`src/rtl/ip_codma_pkg.sv`:
```
// Shared types and size-code helpers for the CODMA memory-port arbiter.
package ip_codma_pkg;

  typedef enum logic [1:0] {
    ARB_IDLE = 2'd0,
    ARB_REQ  = 2'd1,
    ARB_DATA = 2'd2
  } arb_state_t;

  localparam logic [3:0] SIZE_8B  = 4'd3;
  localparam logic [3:0] SIZE_16B = 4'd8;
  localparam logic [3:0] SIZE_32B = 4'd9;

  localparam int BEAT_W = 3;

  // Zero marks an illegal size code.
  function automatic logic [BEAT_W-1:0] size_to_beats(input logic [3:0] size);
    case (size)
      SIZE_8B:  return 3'd1;
      SIZE_16B: return 3'd2;
      SIZE_32B: return 3'd4;
      default:  return 3'd0;
    endcase
  endfunction

endpackage

```
`src/rtl/ip_codma_rr_picker.sv`:
```
// Combinational round-robin picker: first set request at or above the
// pointer, wrapping at N_REQ.
module ip_codma_rr_picker #(
  parameter int N_REQ = 2,
  localparam int IDX_W = (N_REQ > 1) ? $clog2(N_REQ) : 1
) (
  input  logic [N_REQ-1:0] req_i,
  input  logic [IDX_W-1:0] ptr_i,
  output logic             valid_o,
  output logic [IDX_W-1:0] idx_o
);

  logic [2*N_REQ-1:0] w_req_dbl;
  logic [N_REQ-1:0]   w_req_rot;
  logic [IDX_W-1:0]   w_offset;
  logic [IDX_W:0]     w_sum;

  // Doubling the vector turns the wrap-around scan into a plain slice.
  assign w_req_dbl = {req_i, req_i};
  assign w_req_rot = w_req_dbl[ptr_i +: N_REQ];

  always_comb begin
    w_offset = '0;
    for (int k = N_REQ - 1; k >= 0; k--) begin
      if (w_req_rot[k]) w_offset = IDX_W'(k);
    end
  end

  assign w_sum   = {1'b0, ptr_i} + {1'b0, w_offset};
  assign valid_o = |req_i;
  assign idx_o   = (w_sum >= (IDX_W+1)'(N_REQ)) ? IDX_W'(w_sum - (IDX_W+1)'(N_REQ))
                                                : w_sum[IDX_W-1:0];

endmodule

```
`src/rtl/ip_codma_bus_arbiter.sv`:
```
// Round-robin owner of the single CODMA memory master port; the winner keeps
// the port from request through its last data beat.
module ip_codma_bus_arbiter
  import ip_codma_pkg::*;
#(
  parameter int N_REQ  = 2,
  parameter int ADDR_W = 32,
  parameter int DATA_W = 64
) (
  input  logic                    clk_i,
  input  logic                    reset_i,
  input  logic                    stop_i,
  input  logic [N_REQ-1:0]        req_i,
  input  logic [N_REQ-1:0]        wen_i,
  input  logic [N_REQ*ADDR_W-1:0] addr_i,
  input  logic [N_REQ*4-1:0]      size_i,
  input  logic [N_REQ*DATA_W-1:0] wdata_i,
  output logic [N_REQ-1:0]        gnt_o,
  output logic [N_REQ-1:0]        beat_o,
  output logic [N_REQ-1:0]        done_o,
  output logic [N_REQ-1:0]        err_o,
  output logic [DATA_W-1:0]       rdata_o,
  output logic                    mem_req_o,
  output logic                    mem_wen_o,
  output logic [ADDR_W-1:0]       mem_addr_o,
  output logic [3:0]              mem_size_o,
  output logic [DATA_W-1:0]       mem_wdata_o,
  input  logic                    mem_gnt_i,
  input  logic                    mem_beat_i,
  input  logic [DATA_W-1:0]       mem_rdata_i,
  input  logic                    mem_error_i,
  output logic                    busy_o
);

  localparam int IDX_W = (N_REQ > 1) ? $clog2(N_REQ) : 1;

  logic [ADDR_W-1:0] w_addr_arr  [N_REQ];
  logic [3:0]        w_size_arr  [N_REQ];
  logic [DATA_W-1:0] w_wdata_arr [N_REQ];

  generate
    for (genvar gi = 0; gi < N_REQ; gi++) begin : g_unpack
      assign w_addr_arr[gi]  = addr_i[gi*ADDR_W +: ADDR_W];
      assign w_size_arr[gi]  = size_i[gi*4 +: 4];
      assign w_wdata_arr[gi] = wdata_i[gi*DATA_W +: DATA_W];
    end
  endgenerate

  arb_state_t        r_state, w_state_next;
  logic [IDX_W-1:0]  r_ptr, w_ptr_next;
  logic [IDX_W-1:0]  r_owner, w_owner_next;
  logic              r_wen, w_wen_next;
  logic [ADDR_W-1:0] r_addr, w_addr_next;
  logic [3:0]        r_size, w_size_next;
  logic [BEAT_W-1:0] r_len, w_len_next;
  logic [BEAT_W-1:0] r_cnt, w_cnt_next;
  logic [N_REQ-1:0]  r_gnt, w_gnt_next;
  logic [N_REQ-1:0]  r_done, w_done_next;
  logic [N_REQ-1:0]  r_err, w_err_next;

  logic              w_pick_valid;
  logic [IDX_W-1:0]  w_pick_idx;
  logic [BEAT_W-1:0] w_pick_len;
  logic [IDX_W-1:0]  w_pick_inc;
  logic [IDX_W-1:0]  w_owner_inc;

  ip_codma_rr_picker #(.N_REQ(N_REQ)) u_picker (
    .req_i   (req_i),
    .ptr_i   (r_ptr),
    .valid_o (w_pick_valid),
    .idx_o   (w_pick_idx)
  );

  assign w_pick_len  = size_to_beats(w_size_arr[w_pick_idx]);
  assign w_pick_inc  = (w_pick_idx == IDX_W'(N_REQ - 1)) ? '0 : w_pick_idx + 1'b1;
  assign w_owner_inc = (r_owner == IDX_W'(N_REQ - 1)) ? '0 : r_owner + 1'b1;

  always_comb begin
    w_state_next = r_state;
    w_ptr_next   = r_ptr;
    w_owner_next = r_owner;
    w_wen_next   = r_wen;
    w_addr_next  = r_addr;
    w_size_next  = r_size;
    w_len_next   = r_len;
    w_cnt_next   = r_cnt;
    w_gnt_next   = '0;
    w_done_next  = '0;
    w_err_next   = '0;
    mem_req_o    = 1'b0;
    mem_wen_o    = 1'b0;
    mem_addr_o   = '0;
    mem_size_o   = '0;
    mem_wdata_o  = '0;
    beat_o       = '0;

    if (r_state == ARB_REQ) begin
      mem_req_o  = 1'b1;
      mem_wen_o  = r_wen;
      mem_addr_o = r_addr;
      mem_size_o = r_size;
    end
    if (r_state == ARB_DATA) begin
      beat_o[r_owner] = mem_beat_i;
      mem_wdata_o     = w_wdata_arr[r_owner];
    end

    // Stop outranks bus error, which outranks grant and final beat.
    if (stop_i) begin
      w_state_next = ARB_IDLE;
    end else begin
      case (r_state)
        ARB_IDLE: begin
          if (w_pick_valid) begin
            w_owner_next = w_pick_idx;
            w_wen_next   = wen_i[w_pick_idx];
            w_addr_next  = w_addr_arr[w_pick_idx];
            w_size_next  = w_size_arr[w_pick_idx];
            w_len_next   = w_pick_len;
            if (w_pick_len != '0) begin
              w_state_next = ARB_REQ;
            end else begin
              w_err_next[w_pick_idx] = 1'b1;
              w_ptr_next             = w_pick_inc;
            end
          end
        end
        ARB_REQ: begin
          if (mem_error_i) begin
            w_state_next        = ARB_IDLE;
            w_err_next[r_owner] = 1'b1;
            w_ptr_next          = w_owner_inc;
          end else if (mem_gnt_i) begin
            w_state_next        = ARB_DATA;
            w_gnt_next[r_owner] = 1'b1;
            w_cnt_next          = '0;
          end else if (!req_i[r_owner]) begin
            w_state_next = ARB_IDLE;
          end
        end
        ARB_DATA: begin
          if (mem_error_i) begin
            w_state_next        = ARB_IDLE;
            w_err_next[r_owner] = 1'b1;
            w_ptr_next          = w_owner_inc;
          end else if (mem_beat_i) begin
            if (r_cnt == r_len - 3'd1) begin
              w_state_next         = ARB_IDLE;
              w_done_next[r_owner] = 1'b1;
              w_ptr_next           = w_owner_inc;
            end else begin
              w_cnt_next = r_cnt + 3'd1;
            end
          end
        end
        default: w_state_next = ARB_IDLE;
      endcase
    end
  end

  always_ff @(posedge clk_i) begin
    if (reset_i) begin
      r_state <= ARB_IDLE;
      r_ptr   <= '0;
      r_owner <= '0;
      r_wen   <= 1'b0;
      r_addr  <= '0;
      r_size  <= '0;
      r_len   <= '0;
      r_cnt   <= '0;
      r_gnt   <= '0;
      r_done  <= '0;
      r_err   <= '0;
    end else begin
      r_state <= w_state_next;
      r_ptr   <= w_ptr_next;
      r_owner <= w_owner_next;
      r_wen   <= w_wen_next;
      r_addr  <= w_addr_next;
      r_size  <= w_size_next;
      r_len   <= w_len_next;
      r_cnt   <= w_cnt_next;
      r_gnt   <= w_gnt_next;
      r_done  <= w_done_next;
      r_err   <= w_err_next;
    end
  end

  assign gnt_o   = r_gnt;
  assign done_o  = r_done;
  assign err_o   = r_err;
  assign rdata_o = mem_rdata_i;
  assign busy_o  = (r_state != ARB_IDLE);

endmodule
```
`config.mk`:
```
export PLATFORM = sky130hd
export DESIGN_NAME = ip_codma_bus_arbiter
export DESIGN_NICKNAME = d
export VERILOG_FILES = /design/src/rtl/ip_codma_pkg.sv /design/src/rtl/ip_codma_rr_picker.sv /design/src/rtl/ip_codma_bus_arbiter.sv
export SDC_FILE = /design/constraint.sdc
export NUM_CORES = 1
export LEC_CHECK = 0
export ABC_AREA = 1
export BUFFER_PORTS_ARGS = -buffer_cell sky130_fd_sc_hd__buf_2
export CAP_MARGIN = 5
export CORE_AREA = 3 3 173 175
export CTS_CLUSTER_DIAMETER = 150
export CTS_CLUSTER_SIZE = 20
export DETAILED_ROUTE_END_ITERATION = 16
export DIE_AREA = 0 0 176 178
export HOLD_SLACK_MARGIN = 0.06
export MAX_ROUTING_LAYER = met4
export SYNTH_ARGS = -nofsm -noshare
export SYNTH_HDL_FRONTEND = slang
export SYNTH_SLANG_ARGS = --single-unit
```
`constraint.sdc`:
```
create_clock -name clk_i -period 1.6 [get_ports clk_i]
set_clock_uncertainty 0.05 [all_clocks]
set_input_delay 0.08 -clock clk_i [delete_from_list [all_inputs] [get_ports clk_i]]
set_output_delay 0.08 -clock clk_i [all_outputs]
set_load 0.005 [all_outputs]
```
Word-level counts from Yosys, hierarchy flattened
Cells that the tools add are included.
- memories kept: 0
- RAM bits: 0
- latch bits: 0
- flip-flop bits (word level): 53
- output and inout bits: 175
- bits of input ports: 274
- bits in read-only memories: 0
- divide/modulo/power cells: 0
- shift operators: 1
- multiplexer cells: 55
- order comparisons: 7
- $add $sub $neg: 6
- reduce and logical (&&, ||, !) cells: 16
- multiply operators: 0
- eq/ne operators: 18
- bitwise operators: 9
- operators by type and width (kind ; number):
    $mux 64 ; 4
    $mux 32 ; 4
    $mux 2 ; 12
    $mux 1 ; 19
    $mux 4 ; 4
    $ne 2x2->1 const B ; 8
    $mux 3 ; 5
    $reduce_and 7->1 ; 2
    $pmux 3 s3 ; 1
    $eq 4x4->1 const B ; 2
    $ge 2x2->1 const B ; 3
    $not 1->1 ; 6
    $pmux 2 s3 ; 1
    $pmux 3 s2 ; 1
    $reduce_bool 3->1 ; 2
    $reduce_or 2->1 ; 3
    $reduce_or 6->1 ; 1
    $reduce_and 5->1 ; 1
    $reduce_or 5->1 ; 1
    $eq 4x2->1 const B ; 1
    $lt 1x2->1 const B ; 2
    $ne 4x4->1 const B ; 1
    $not 1->2 ; 2
    $pmux 2 s2 ; 1
    other kinds (20) ; 25

Longest topological paths before layout
- depth in word-level cells: 16
- gate-level depth with buffers: 14
- mapped depth without buffers: 14

By module
From an unflattened synthesis, not the netlist that was laid out.
- cells, all modules: 719
- area, all modules: 4189.0 µm²
- by module, submodules not included (module ; cells each ; times used ; area an instance (µm²) ; sequential area each (µm²)):
    ip_codma_bus_arbiter ; 715 ; 1 ; 4170.2 ; 1061.0
    ip_codma_rr_picker ; 4 ; 1 ; 18.8 ; 0.0

Worst setup path before layout
No wires, ideal clock.
- path type: register -> register
- start point: register r_state[0]
- end point: register r_addr[24]
- arrival: 1.488 ns
- setup slack: -0.055 ns
- cell stages (with the launch flop): 11
- path through: dfxtp_1 > inv_1 > ha_1 > inv_1 > nor2_1 > nand2_1 > inv_2 > buf_4 > buf_4 > o211ai_1 > inv_1
- word-level cells in the longest chain between the ends: 2
- ends and longest elaborated chain (element ; line ; RTL):
    start: declaration ; ip_codma_bus_arbiter.sv:49 ; arb_state_t r_state, w_state_next;
    start signal: assignment ; ip_codma_bus_arbiter.sv:175 ; r_state <= w_state_next;
    $logic_not 2->1 ; ip_codma_bus_arbiter.sv:112 ; case (r_state)
    $reduce_and 3->1 (no line) ; n/a ;
    end signal: assignment ; ip_codma_bus_arbiter.sv:179 ; r_addr <= w_addr_next;
    end: declaration ; ip_codma_bus_arbiter.sv:53 ; logic [ADDR_W-1:0] r_addr, w_addr_next;
No other way between the ends.
A chain may end at the register's enable or synchronous reset.

Worst setup path after layout
- start point: register r_state[0]
- end point: output mem_addr_o[22]
- word-level cells in the longest chain between the ends: 2
- ends and longest elaborated chain (element ; line ; RTL):
    $eq 2x1->1 ; ip_codma_bus_arbiter.sv:97 ; if (r_state == ARB_REQ) begin
    $mux 32 ; ip_codma_bus_arbiter.sv:97 ;
    end: declaration ; ip_codma_bus_arbiter.sv:25 ; output logic [ADDR_W-1:0] mem_addr_o,
No other way between the ends.

==> results.txt <==
The flow ran to the end, but the final reports show violations. The final reports fail on setup timing. The number of max-slew violations in the final report came out at 0. The placed instances occupy a cell area of 0.00629 mm2. The mapped netlist covers 0.00443 mm2. Setup violations remaining at the end of the flow were counted as 42. The synthesized area per cell is 5.87 um2. In the layout the commonest cells are sky130_fd_sc_hd__buf_2, sky130_fd_sc_hd__nand2_1, sky130_fd_sc_hd__inv_1. At the end of routability-driven placement, the weighted congestion stood at 0.830. The maximum achievable frequency came out at 0.588 GHz.

The critical path runs through a total of 8 cells. The clock reaches the later pin of the worst-skew pair after 300 ps. The largest voltage drop on the vdd net came out at 0.419 mV.

The worst-case headroom to the max-slew limit came out at 71.3%. STA classifies the critical path startpoint as a flop. The number of I/O pins came out at 449.

The worst setup path is captured at an output pin. The largest single stage delay on the critical path is 340 ps. The depth of the most critical reg-to-reg path is 11. Leaving out filler cells and counting taps, the final layout contains 1,442. The yosys synthesis warning count is 0. The number of rows in the core area is 62. The number of distinct library cell variants in the gate-level netlist after synthesis is 25. The startpoint identified for the worst register-to-register timing path is r_state[0].

The worst hold path was traced through 5 stages. The kind of cell with the highest combined delay along the critical path is buffers and inverters. The xor and xnor fraction of the mapped netlist area is 0.198%. The ratio of cells with drive above 1 in the final layout came out at 48.2%. TritonCTS built the clock tree.

After detailed routing, the number of vias per cell comes to between 4 and 5. The routed design has 24,800 um of wire. In this run, placement finished with an instance count of around 1,400. The number of violations of the max-capacitance limit came out at 0. By area, the combinational part of the netlist is dominated by simple AND/OR/NAND/NOR gates. The detailed router finished its first iteration with approximately 260 violations.

For this configuration, the core starts out at a cell density of 15.5%. In the global route stage, met1 resource usage came out at ~15%. Traced cell by cell, the critical path runs through buf_6 -> ha_4 -> buf_12 -> buf_4 -> buf_6 -> nand2_1 -> inv_1 -> buf_2. The HPWL after detailed placement is 18,000 um.

For the finished layout, the period the worst path requires is between 1500 and 2000 ps. The fraction of the cycle the final worst path needs came out at 106%. For this run, the detailed router's first-pass iteration total came to 5. In this run the vertical extent of the chip is ~180 um.

For met2 alone, demand over resource in global routing was a little under a quarter. The power density over cell area came out at roughly 640 mW/mm2. The final worst hold slack is approximately 60 ps. The destination of the critical timing path is mem_addr_o[22]. The total vias in the final route came out at slightly below 6,000. The final cell area excluding filler cells is 0.00767 mm2. The worst slack after detailed placement came out at -87.7 ps.

The clock net sink count came out at 53. Of the total synthesized cell area, the portion taken by AND, OR, NAND and NOR gates is 34.6%. The number of nets in the synthesized netlist is 1,034.

The actual transition at the worst max-transition pin came out at 429 ps. The slack of the worst reg-to-reg path is -50 ps. The post-synthesis share of cell area spent on full adders, half adders and majority gates is 1.70%. The root buffer cell is sky130_fd_sc_hd__clkbuf_16. The endpoint of the worst register-to-register path is r_cnt[2]. The peak fanout along the critical path came out at 5.

The floorplan core area came out at 0.0286 mm2. Counting the buffers created by CTS gives 5. The global-route congestion overflow total is 0. The multiplexer fraction of the synthesized cell area is 0%. The wire length of the first global-routing pass is around 31,000 um. Clock-pin slew was measured on the worst setup and hold paths at 80 ps. For this run, the total global-route usage over all layers was measured as 13.5%. The critical path contains buffers and inverters numbering 6 combined. The arrival time of data at the critical path endpoint is approximately 1600 ps.

The setup path with the least slack is of type flop to output pin. The die covers 0.0313 mm2. The remaining antenna violation count came out at 0. The total number of H-tree levels came out at 2.

The via count of the first global-routing pass is 5,509. The type of the worst min-delay path is primary input to flop. Relative to the synthesized area, the layout overhead comes to 73.3%.

The initial antenna violation count was 5. Setup repair after global routing could not meet its margin everywhere. The maximum number of pins on one net before global-route repair came out at 41. The compound-cell area share of the yosys netlist is 15.4%. Global routing used 3.79% of the available met3 tracks. The leakage power total is 4.26 nW. The share of the Yosys chip area taken by registers is 24.0%. The most common cell after layout, fill and taps aside is sky130_fd_sc_hd__buf_2. Counting along the longest clock path gives a buffer depth of 2. Across all setup checks in the final design, the least slack found is -100 ps. The startpoint of the most critical setup path is r_state[0]. The chip width came out at between 150 and 200 um. The quantity of I/O buffers inserted on ports is 320. The number of cells produced by synthesis is 754. After detailed routing, the average wire length per cell comes to 17.2 um.

The final layout contains 1,334 nets. The number of failing hold endpoints at the final stage came to 0. The number of register bits inferred by synthesis is 53.

The slowest stage of the critical path is the sky130_fd_sc_hd__dfxtp_2 cell. In the routed design, unresolved DRC markers number 0. After global routing, the most crowded layer is met2. The critical path required time is 1470 ps. The cell that appears most often on the critical path is sky130_fd_sc_hd__buf_6.
-- metal layers --
layer	vias up	wire, um
met2	281	12500
met3	70	2160
li1	2887	-
met1	2709	9350
met4	0	777
met5	-	0
-- cells in the mapped netlist --
cell,instances,share of area [%]
sky130_fd_sc_hd__nand2_1,273,23
sky130_fd_sc_hd__inv_1,99,8.4
sky130_fd_sc_hd__a21oi_1,75,8.5
sky130_fd_sc_hd__buf_4,66,11
sky130_fd_sc_hd__dfxtp_1,53,24
sky130_fd_sc_hd__nand3_1,48,5.4
sky130_fd_sc_hd__o211ai_1,36,6.1
sky130_fd_sc_hd__clkbuf_1,25,2.1
sky130_fd_sc_hd__nor2_1,19,1.6
sky130_fd_sc_hd__buf_2,13,1.5
sky130_fd_sc_hd__ha_1,6,1.7
sky130_fd_sc_hd__nand2_2,6,0.85
sky130_fd_sc_hd__nand2_4,6,1.5
sky130_fd_sc_hd__o21ai_0,5,0.57
sky130_fd_sc_hd__buf_1,4,0.34
sky130_fd_sc_hd__inv_2,4,0.34
sky130_fd_sc_hd__nand4_1,3,0.42
sky130_fd_sc_hd__nor3_1,3,0.34
sky130_fd_sc_hd__nand3_2,2,0.45
sky130_fd_sc_hd__nand3b_1,2,0.34
sky130_fd_sc_hd__nor2_4,2,0.51
sky130_fd_sc_hd__a22oi_1,1,0.17
sky130_fd_sc_hd__buf_6,1,0.25
sky130_fd_sc_hd__o21ai_1,1,0.11
sky130_fd_sc_hd__xor2_1,1,0.20
-- state kept, by name, indices dropped and copies added (netlist names) --
register and flops:
r_addr 32, r_wen 1, r_size 4, r_owner 1, r_cnt 3, gnt_o 2, r_len 3, done_o 2
err_o 2, r_state 2, r_ptr 1
-- report_power, final --
part,switching (mW),internal [mW]
Sequential,0.0818,1.45
Clock,0.545,0.744
Combinational,1.14,0.945
-- worst register-to-register path, stage by stage (launching register included) --
cell	delay, ps
sky130_fd_sc_hd__dfxtp_2	340
sky130_fd_sc_hd__buf_6	120
sky130_fd_sc_hd__ha_4	170
sky130_fd_sc_hd__buf_6	140
sky130_fd_sc_hd__nand2_1	80
sky130_fd_sc_hd__nand3_2	80
sky130_fd_sc_hd__a21oi_2	140
sky130_fd_sc_hd__nand2_1	100
sky130_fd_sc_hd__nand2_2	110
sky130_fd_sc_hd__nand2_2	50
sky130_fd_sc_hd__xor2_1	130
sky130_fd_sc_hd__nor2_1	90
-- how the worst min path moves through the flow --
| stage | start | endpoint | slack [ps] |
|---|---|---|---|
| floorplan | reset_i | r_cnt[1] | 100 |
| global placement | mem_rdata_i[12] | rdata_o[12] | 110 |
| detailed placement | mem_rdata_i[12] | rdata_o[12] | 110 |
| CTS | addr_i[42] | r_addr[10] | 60 |
| global route | addr_i[35] | r_addr[3] | 80 |
| finish | addr_i[36] | r_addr[4] | 60 |
-- stage by stage --
step / TNS [ps] / power (mW) / utilization [%]
after floorplan: 0 / 2.50 / -
after global routing: -9520 / 5.22 / 26.8
after CTS: -6760 / 4.65 / 24.3
after detailed placement: -1170 / 3.14 / 22.0
after global placement: -121 / 3.12 / 22.0
final: -2020 / 4.91 / 26.8
-- area by class of cell --
cell class / instances / area (um2)
antenna: 3 / 7.51
clock buffer: 5 / 125
inverter: 103 / 402
fill: 3168 / 21000
tap: 384 / 480
multi-input combinational: 489 / 2840
clock inverter: 3 / 43.8
sequential: 53 / 1070
timing repair buffer: 402 / 2710
-- cell families after synthesis --
group,count (synthesis)
xor+xnor,1
compound gates,118
buf+inv,212
fa+ha+maj,6
flops,53
simple gates,364
-- what timing repair did --
| action | 4_1_cts | 5_1_grt |
|---|---|---|
| hold buffers | 12 | 0 |
| hold endpoints to repair | 13 | 0 |
| setup endpoints to repair | 141 | 150 |
| setup buffers | 4 | 8 |
| gates cloned | 4 | 12 |
| resized for setup | 60 | 94 |
| pin swaps | 10 | 15 |
Power figures use the tool's default switching activity.
